**config.mk**
```make
export PLATFORM = sky130hd
export DESIGN_NAME = morse_receiver
export DESIGN_NICKNAME = d
export VERILOG_FILES = /design/src/rtl/morse_receiver.sv
export SDC_FILE = /design/constraint.sdc
export NUM_CORES = 1
export LEC_CHECK = 0
export ABC_AREA = 1
export BUFFER_PORTS_ARGS = -buffer_cell sky130_fd_sc_hd__buf_2
export CAP_MARGIN = 10
export CORE_MARGIN = 2
export CORE_UTILIZATION = 45
export CTS_CLUSTER_SIZE = 28
export DETAILED_ROUTE_END_ITERATION = 8
export SYNTH_ARGS = -nofsm -noshare
export SYNTH_HDL_FRONTEND = slang
export SYNTH_SLANG_ARGS = --single-unit
```
**constraint.sdc**
```tcl
create_clock -name clk -period 2.1 [get_ports clk]
set_input_delay 0.105 -clock clk [delete_from_list [all_inputs] [get_ports clk]]
set_output_delay 0.105 -clock clk [all_outputs]
set_load 0.005 [all_outputs]
```
**src/rtl/morse_receiver.sv**
```systemverilog
// Morse receiver: classifies light marks into dots/dashes, groups them into letters and decodes 3-bit codes.
// Optional macro MORSE_RX_SYNC_EN inserts a 2-flop input synchronizer in front of the sampling logic.
module morse_receiver #(
  parameter logic [26:0] DOT_MAX = 27'd50000000,
  parameter logic [26:0] GAP_END = 27'd50000000
) (
  input  logic       clk,
  input  logic       resetn,
  input  logic       light,
  output logic [2:0] letter,
  output logic       valid,
  output logic       error,
  output logic       busy
);

  typedef enum logic [1:0] {IDLE, MARK, SPACE, EMIT} state_t;

  state_t      state;
  logic [26:0] timer;
  logic [26:0] timer_inc;
  logic [3:0]  bits;
  logic [2:0]  count;
  logic        overflow;
  logic        s;
  logic        is_dash;
  logic        gap_done;
  logic        match;
  logic [2:0]  code;

`ifdef MORSE_RX_SYNC_EN
  logic sync1, sync2;

  always_ff @(posedge clk or negedge resetn) begin
    if (!resetn) begin
      sync1 <= 1'b0;
      sync2 <= 1'b0;
    end else begin
      sync1 <= light;
      sync2 <= sync1;
    end
  end

  assign s = sync2;
`else
  assign s = light;
`endif

  assign timer_inc = (timer == '1) ? timer : timer + 27'd1;
  // Timer is cleared on each transition, so the run length is timer+1 for a mark
  // and timer+2 for a space (the sample that ended the mark counts as the first low).
  assign is_dash  = (timer >= DOT_MAX);
  assign gap_done = (({1'b0, timer} + 28'd2) >= {1'b0, GAP_END});

  always_comb begin
    match = 1'b1;
    code  = '0;
    case ({count, bits})
      {3'd2, 4'b0010}: code = 3'd0;
      {3'd4, 4'b0001}: code = 3'd1;
      {3'd4, 4'b0101}: code = 3'd2;
      {3'd3, 4'b0001}: code = 3'd3;
      {3'd1, 4'b0000}: code = 3'd4;
      {3'd4, 4'b0100}: code = 3'd5;
      {3'd3, 4'b0111}: code = 3'd6;
      {3'd4, 4'b1111}: code = 3'd7;
      default:         match = 1'b0;
    endcase
  end

  always_ff @(posedge clk or negedge resetn) begin
    if (!resetn) begin
      state    <= IDLE;
      timer    <= '0;
      bits     <= '0;
      count    <= '0;
      overflow <= 1'b0;
      letter   <= '0;
      valid    <= 1'b0;
      error    <= 1'b0;
      busy     <= 1'b0;
    end else begin
      valid <= 1'b0;
      error <= 1'b0;
      case (state)
        IDLE: begin
          timer <= '0;
          if (s) begin
            state <= MARK;
            busy  <= 1'b1;
          end
        end
        MARK: begin
          if (s) begin
            timer <= timer_inc;
          end else begin
            if (count == 3'd4) begin
              overflow <= 1'b1;
            end else begin
              bits[count[1:0]] <= is_dash;
              count            <= count + 3'd1;
            end
            timer <= '0;
            state <= SPACE;
          end
        end
        SPACE: begin
          if (s) begin
            timer <= '0;
            state <= MARK;
          end else if (gap_done) begin
            state <= EMIT;
          end else begin
            timer <= timer_inc;
          end
        end
        EMIT: begin
          if (match && !overflow) begin
            letter <= code;
            valid  <= 1'b1;
          end else begin
            error <= 1'b1;
          end
          count    <= '0;
          bits     <= '0;
          overflow <= 1'b0;
          timer    <= '0;
          busy     <= 1'b0;
          state    <= IDLE;
        end
        default: state <= IDLE;
      endcase
    end
  end

endmodule

```
# Word level (Yosys, flattened, before mapping)
# Cells that the tools add are included.
op_classes:
  n_addsub: 3
  n_mul: 0
  n_div: 0
  n_lt_le_gt_ge: 4
  eq_ne: 19
  shift: 0
  muxes: 30
  n_bitwise: 0
  reduce_logical: 13
op_table:
  columns: ["op", "count"]
  rows:
  - ["27-bit two-way mux", 4]
  - ["27-bit one-hot mux with 3 select lines", 1]
  - ["27-bit by 2-bit adder with 28-bit output, second input constant", 1]
  - ["7-bit equality test, second input constant", 4]
  - ["28-bit by 26-bit greater-or-equal comparator with 1-bit output, second input constant", 1]
  - ["27-bit by 1-bit adder with 27-bit output, second input constant", 1]
  - ["27-bit equality test, second input constant", 1]
  - ["27-bit by 26-bit greater-or-equal comparator with 1-bit output, second input constant", 1]
  - ["7-bit by 6-bit equality test with 1-bit output, second input constant", 3]
  - ["3-bit one-hot mux with 7 select lines", 1]
  - ["1-bit two-way mux", 9]
  - ["3-bit AND reduction", 3]
  - ["2-bit two-way mux", 4]
  - ["4-bit two-way mux", 2]
  - ["2-bit != test, second input constant", 4]
  - ["2-bit one-hot mux with 4 select lines", 1]
  - ["4-bit one-hot mux with 2 select lines", 1]
  - ["8-bit OR reduction", 1]
  - ["7-bit by 5-bit equality test with 1-bit output, second input constant", 1]
  - ["3-bit two-way mux", 2]
  - ["3-bit != test, second input constant", 2]
  - ["3-bit one-hot mux with 2 select lines", 1]
  - ["4-bit bitwise mux", 1]
  - ["2-bit equality test, second input constant", 2]
  - ["other kinds (13)", 17]
word_totals:
  ff_bits: 43
  latchBits: 0
  ram_bits: 0
  mem_bits_ro: 0
  input_bits: 3
  out_inout_bits: 6
  elab_cells: 78
  n_memories: 0

# Longest topological paths before layout
# Gate-level depths: netlist of run 1.
logic_depth:
  depth_word: 8
  ltp_mapped: 17
  depth_no_buf: 15

# Least setup slack after synthesis of run 1
# OpenSTA, ideal clock, no wires.
synth_path:
  path_type: "register to register"
  from: "reg timer[0]"
  to: "reg timer[20]"
  setup_ps: 66
  arrival_ps: 1887
  t_required_ps: 2034
  slack_ps: 148
  stages_incl_launch_ff: 13
  path_buffers: 1
  period_less_slack_ps: 1952
  cell_sequence: "dfrtp_1 -> ha_1 -> inv_1 -> nor2_1 -> nand2_1 -> nor2_1 -> nand3_1 -> clkbuf_1 -> nand2_1 -> nand3_1 -> nand2_1 -> nand2_1 -> nand2_1"
synth_via:
  elab_chain_cells: 5
  elab_cells_between_ends: 10
  cone_classes: "add/sub: 2; order compare: 1; eq/ne: 2; mux: 5"
synth_rtl:
  columns: ["element", "line", "source"]
  rows:
  - ["start: declaration", "19", "logic [26:0] timer;"]
  - ["start signal: assignment", "94", "timer <= timer_inc;"]
  - ["start signal: assignment", "113", "timer <= timer_inc;"]
  - ["branches (longest 5 deep; another with 27-bit by 2-bit adder with 28-bit output)", null, null]
# Parallel ways; which one is timed is not known. The select of a mux whose other input is x is not followed.
# A chain may end at the register's enable or synchronous reset.

# Final worst setup path of run 1
layout_path:
  from: "reg timer[6]"
  to: "reg timer[17]"
# The elaborated chain is that of the path after synthesis.

==> impl_metrics.toml, run 1 <==
[critical_path]
setup.worst_path.class = "register to register"
crit_family = "simple AND/OR/NAND/NOR gates"
slowest_stage = "dfrtp_1"
crit_path_max_fanout = 9
path_buf_inv = 2
crit_top_cell = "nand2_1"
crit_arrival_ns = 2.41
path_cells = "nand2_2, nor2_4, buf_4, nand2_1, nor2_1, xor2_1, nand2_1, nor2_1, nand2_1, nand2_4, nand3_4, clkbuf_16, nand2_1, nand2_1"
cp_slowest_stage_delay_ns = 0.43
cp-start-kind = "register"
cp-end-kind = "register"
worstPathRequired_ns = 2.31

[worst_hold_path]
hp-class = "input port to asynchronous set/reset pin"

[timing]
tightest_slew_ns = 0.708
period_share_pct = 105
relSlewSlack_pct = 52.8
rsz0062_at_grt = "yes"
period_needed_ns = 2.20
max_freq_ghz = 0.455
setup_violations = 28
finalSetupTns_ns = -2.07
slew_violations = 0
fin_worst_skew_ns = 0.00807
fin_ws_ns = -0.0993
hold_violations = 0

[global_route]
grt_pass1_wl_mm = 19.7
antenna_found_initial = 0
grt_pass1_vias = 3912
grt_overflow = 0
grt_max_degree = 32
grt.total_usage_pct = 28.2

[routing]
drt-vias-per-instance = 5.48
post_drt_wl_per_cell_um = 16.1
dr_total_vias = 4383
drc = 0
drt-total-wl_mm = 12.9
dr.pass1.iters = 5
antenna_left = 0
first_iter_violations = 339

[die]
die-area_sq_um = 9020
core_area_sq_um = 8130
ioPinCount = 9
die_x_um = 95.0
die_h_um = 95.0
start_util_pct = 45.8
rows = 33

[cts]
cts.sinks = 43
h-tree-depth = 2
clk_path_buf_depth = 2
cts_tree = "yes"
path_clk_slew_ns = 0.10
numCtsBuffers = 5
root_buffer = "clkbuf_8"
clkLatencyLatePin_ns = 0.32

[power_and_ir_drop]
peakVddDrop_mv = 0.438
total_power_mw = 1.95
p_per_area_nw_per_um2 = 381
p_leak_nw = 2.51

[outcome]
violations = "negative setup slack"
status = "finished, violations left"

[logic_synthesis]
syn_area_sq_um = 3720
yosys.area_share.adder_pct = 2.35
synth_compound_area_share_pct = 4.97
yosysWarningCount = 0
syn_avg_cell_area_sq_um = 6.18
yosysSeqAreaShare_pct = 28.9
synthXorXnorAreaFrac_pct = 5.17
synthesis.instances = 603
synth_top_family_by_area = "simple AND/OR/NAND/NOR gates"
synthMuxAreaShare_pct = 0
yosys.area_share.simple_pct = 49.9
yosys_register_bits = 43
synth_cell_types = 33
syn_nets = 613

[place]
globalplace.congestion = 0.994
port_buffers = 8
dp.cells = 760
detailedPlacementHpwl_mm = 8.83

[cells_and_area]
finalNonFillerCells = 800
diodes = 0
final_layout_size_suffix_gt1_share_pct = 31.8
nets = 704
syn2layout_area_growth_pct = 37.5

[flow_run]
drv_cap = 0
[placed cells by master, fill, tap and decap left out, types with 2 or more instances in the layout]
cell          n
xnor2_1       4
nand3_1      69
xor2_1       18
inv_1        53
nor2_4       16
o22ai_1       5
nand2_4      15
o21ai_1       5
nand3_2       6
clkbuf_16     2
a21oi_1       9
a211oi_1      2
a21oi_2       2
nor3_1       14
nand3b_1      3
buf_4        84
buf_12        6
nand2_2      37
o21ai_0       7
clkbuf_8      5
dfrtp_1      33
inv_2         3
dfrtp_2      10
buf_2         8
clkinvlp_4    2
nand4_1      33
nor2_2       15
ha_1          6
nand2_1     162
buf_6         5
nor2_1       44
[per-stage QoR]
step	util [%]	setup WS [ns]	hold WS (ns)	cell area (sq um)
2_1_floorplan	-	0.148	-0.191	3720
4_1_cts	55.8	0.0184	0.386	4540
5_1_grt	62.9	-0.225	0.429	5120
3_3_place_gp	53.5	-0.0605	0.196	4350
6_report	62.9	-0.0993	0.367	5120
3_5_place_dp	53.5	-0.0937	0.198	4350
[cells in the mapped netlist]
cell type / n / share of area [%]
clkinv_1: 2 / 0.20
nor2_4: 2 / 0.60
nand4_1: 33 / 5.5
a21oi_1: 11 / 1.5
a22o_1: 1 / 0.24
a211oi_1: 2 / 0.40
inv_1: 54 / 5.4
nand2_4: 2 / 0.60
o211ai_1: 1 / 0.20
xnor2_1: 4 / 0.94
inv_2: 2 / 0.20
o31ai_1: 1 / 0.20
o21ai_1: 2 / 0.27
o22ai_1: 5 / 0.84
buf_1: 1 / 0.10
nand3_1: 75 / 10
nor2_1: 65 / 6.6
nand3b_1: 3 / 0.60
o21ai_0: 10 / 1.3
ha_1: 7 / 2.4
and2_1: 1 / 0.17
nor4_1: 1 / 0.17
nor3_1: 14 / 1.9
xor2_1: 18 / 4.2
buf_6: 2 / 0.60
nand3_4: 1 / 0.47
buf_2: 7 / 0.94
nor3b_1: 1 / 0.20
nand2_2: 5 / 0.84
dfrtp_1: 43 / 29
nor2_2: 8 / 1.3
clkbuf_1: 12 / 1.2
nand2_1: 207 / 21
[area by class of cell]
cell class	instances	area, sq um
sequential	43	1090
fill	740	3010
inverter	58	220
multi-input combinational	480	2680
clock buffer	5	68.8
clock inverter	3	23.8
timing repair buffer	106	907
tap	105	131
[what timing repair did]
action                                 CTS  global route
endpoints found under the hold margin   25             0
setup buffers                            6            23
gates resized for setup                 14           110
pin swaps                                2            18
hold buffers                             1             0
gates cloned                             0             2
setup endpoints to repair               28            32
[power by group]
part           internal (mW)  switching (mW)  total (mW)
Clock                  0.239           0.349       0.588
Combinational          0.137           0.291       0.427
Sequential             0.893          0.0437       0.937
Total                   1.27           0.684        1.95
[metal layers]
layer | routed length [um] | track usage, % | vias up
met5 | 0 | 0 | -
met4 | 229 | 5.43 | 0
met3 | 806 | 4.23 | 26
met2 | 6130 | 46.5 | 149
met1 | 5710 | 39.5 | 2066
li1 | - | - | 2142
[cell families after synthesis]
group	Yosys count
and+or+nand+nor	418
buffers and inverters	80
DFF	43
AOI/OAI and AO/OA	33
xor gates and xnor gates	22
adders and majority gates	7
[worst paths after layout]
check,cells after the start,start,endpoint,slack [ns]
min,2,resetn,timer[8],0.37
min reg2reg,2,letter[2],letter[2],0.50
max in group asynchronous,3,resetn,timer[2],1.11
max,14,timer[6],timer[17],-0.1
min in group clk,3,light,timer[26],0.38
max reg2reg,14,timer[6],timer[17],-0.1
[state kept, by name, indices dropped and copies added, names as in the netlist]
register	count
timer	27
overflow	1
busy	1
error	1
state	2
valid	1
bits	4
letter	3
count	3
No activity file was read; power rests on OpenSTA's default activity.
==> run 2: changes to the inputs <==
--- a/config.mk
+++ b/config.mk
@@ -12,6 +12,7 @@
 export CORE_UTILIZATION = 45
 export CTS_CLUSTER_SIZE = 28
 export DETAILED_ROUTE_END_ITERATION = 8
+export SKIP_CTS_REPAIR_TIMING = 1
 export SYNTH_ARGS = -nofsm -noshare
 export SYNTH_HDL_FRONTEND = slang
 export SYNTH_SLANG_ARGS = --single-unit
==> impl_metrics.toml, run 2 (same netlist as run 1, synthesis figures left out) <==
[outcome]
status = "finished, violations left"
violations = "negative setup slack"

[cts]
cts_tree = "yes"
clk_path_buf_depth = 2
path_clk_slew_ns = 0.10
clkLatencyLatePin_ns = 0.31
root_buffer = "clkbuf_8"
h-tree-depth = 2
numCtsBuffers = 5
cts.sinks = 43

[cells_and_area]
seqCellArea_sq_um = 1090
multi_input_area_sq_um = 2500
final_layout_size_suffix_gt1_share_pct = 25.0
utilization_pct = 58.7
layout_commonest_cell = "nand2_1"
nets = 690
final.fill_count = 802
largest-register = "timer"
diodes = 0
largest_reg_flops = 27
syn2layout_area_growth_pct = 28.2
largestRegisters = "timer (27), bits (4)"
layout_common_cells = "190 x nand2_1, 75 x buf_4, 69 x nand3_1"

[critical_path]
crit_family = "simple AND/OR/NAND/NOR gates"
startpoint = "timer[3]"
crit-reg2reg-launch = "timer[3]"
crit_arrival_ns = 2.33
crit_top_cell = "nand2_2"
path_cells = "nand2_2, nor2_4, nand2_2, buf_6, nand2_2, nand2_2, nand3_2, nor2_2, nor2_1, nand2_1, nand2_4, nand3_4, buf_12, nand2_1, nand2_1"
cp_slowest_stage_delay_ns = 0.44
crit_path_max_fanout = 19
slowest_stage = "dfrtp_1"
cp-start-kind = "register"
path_buf_inv = 2
setup.worst_path.class = "register to register"
cp-end-kind = "register"
worstPathRequired_ns = 2.31

[routing]
antenna_left = 0
first_iter_violations = 298
dr_total_vias = 4226
drc = 0
dr.pass1.iters = 5
post_drt_wl_per_cell_um = 15.3
drt-vias-per-instance = 5.38
drt-total-wl_mm = 12.1

[die]
die_x_um = 95.0
ioPinCount = 9
start_util_pct = 45.8
rows = 33
core_area_sq_um = 8130
die-area_sq_um = 9020
die_h_um = 95.0

[timing]
fin_worst_skew_ns = 0.0126
slew_violations = 0
hold_violations = 0
tightest_slew_ns = 0.697
whs_ns = 0.363
period_needed_ns = 2.12
relSlewSlack_pct = 53.5
fin_ws_ns = -0.0196
setup_violations = 8
rsz0062_at_grt = "yes"
finalSetupTns_ns = -0.0685
max_freq_ghz = 0.472
period_share_pct = 101

[place]
globalplace.congestion = 0.994
dpl_worst_slack_ns = -0.0937
port_buffers = 8
detailedPlacementHpwl_mm = 8.83

[power_and_ir_drop]
p_per_area_nw_per_um2 = 407
peakVddDrop_mv = 0.437
p_leak_nw = 2.37

[worst_hold_path]
hp-class = "input port to asynchronous set/reset pin"

[global_route]
antenna_found_initial = 0
grt_pass1_vias = 3835
grt_overflow = 0
grt_pass1_wl_mm = 19.4
grt_max_degree = 32
grt.total_usage_pct = 27.9

[flow_run]
drv_cap = 0
-- run 2: cell count changes in the layout (fill, tap and decap cells not counted), sizes merged --
cell | previous run | this run
clkbuf | 7 | 5
buf | 103 | 91
-- run 2: path summary, 6_finish.rpt --
| check | depth (start not counted) | slack, ns | end |
|---|---|---|---|
| hold / removal | 2 | 0.36 | timer[8] |
| setup reg to reg | 15 | -0.02 | timer[5] |
| setup / recovery | 15 | -0.02 | timer[5] |
| hold reg to reg | 2 | 0.50 | letter[2] |
| min in group clk | 3 | 0.39 | timer[26] |
| max in group asynchronous | 3 | 1.12 | bits[1] |
-- run 2: final cells by class --
type | count | share of cell area (%)
multi-input combinational | 480 | 52.3
sequential | 43 | 22.8
timing repair buffer | 92 | 15.6
inverter | 58 | 4.56
tap | 105 | 2.75
clock buffer | 5 | 1.44
clock inverter | 3 | 0.498
-- run 2: power breakdown --
group	internal [mW]	leakage [nW]	switching [mW]	total, mW
clock	0.239	0.0408	0.348	0.587
sequential	0.893	0.572	0.0436	0.937
combinational	0.134	1.75	0.288	0.422
-- run 2: per-stage QoR --
step	cells	total power [mW]	instance area [sq um]
global placement	760	1.35	4350
global route	786	2.05	4780
floorplan	603	1.22	3720
CTS	768	1.93	4440
finish	786	1.95	4780
detailed placement	760	1.36	4350
-- run 2: routing by layer --
metal | part of all wire (%) | up-vias | global-route usage (%)
met5 | 0 | - | 0
met4 | 0.93 | 0 | 5.31
met3 | 6.2 | 9 | 4.23
met2 | 47 | 135 | 45.3
met1 | 45 | 1975 | 39.5
li1 | - | 2107 | -
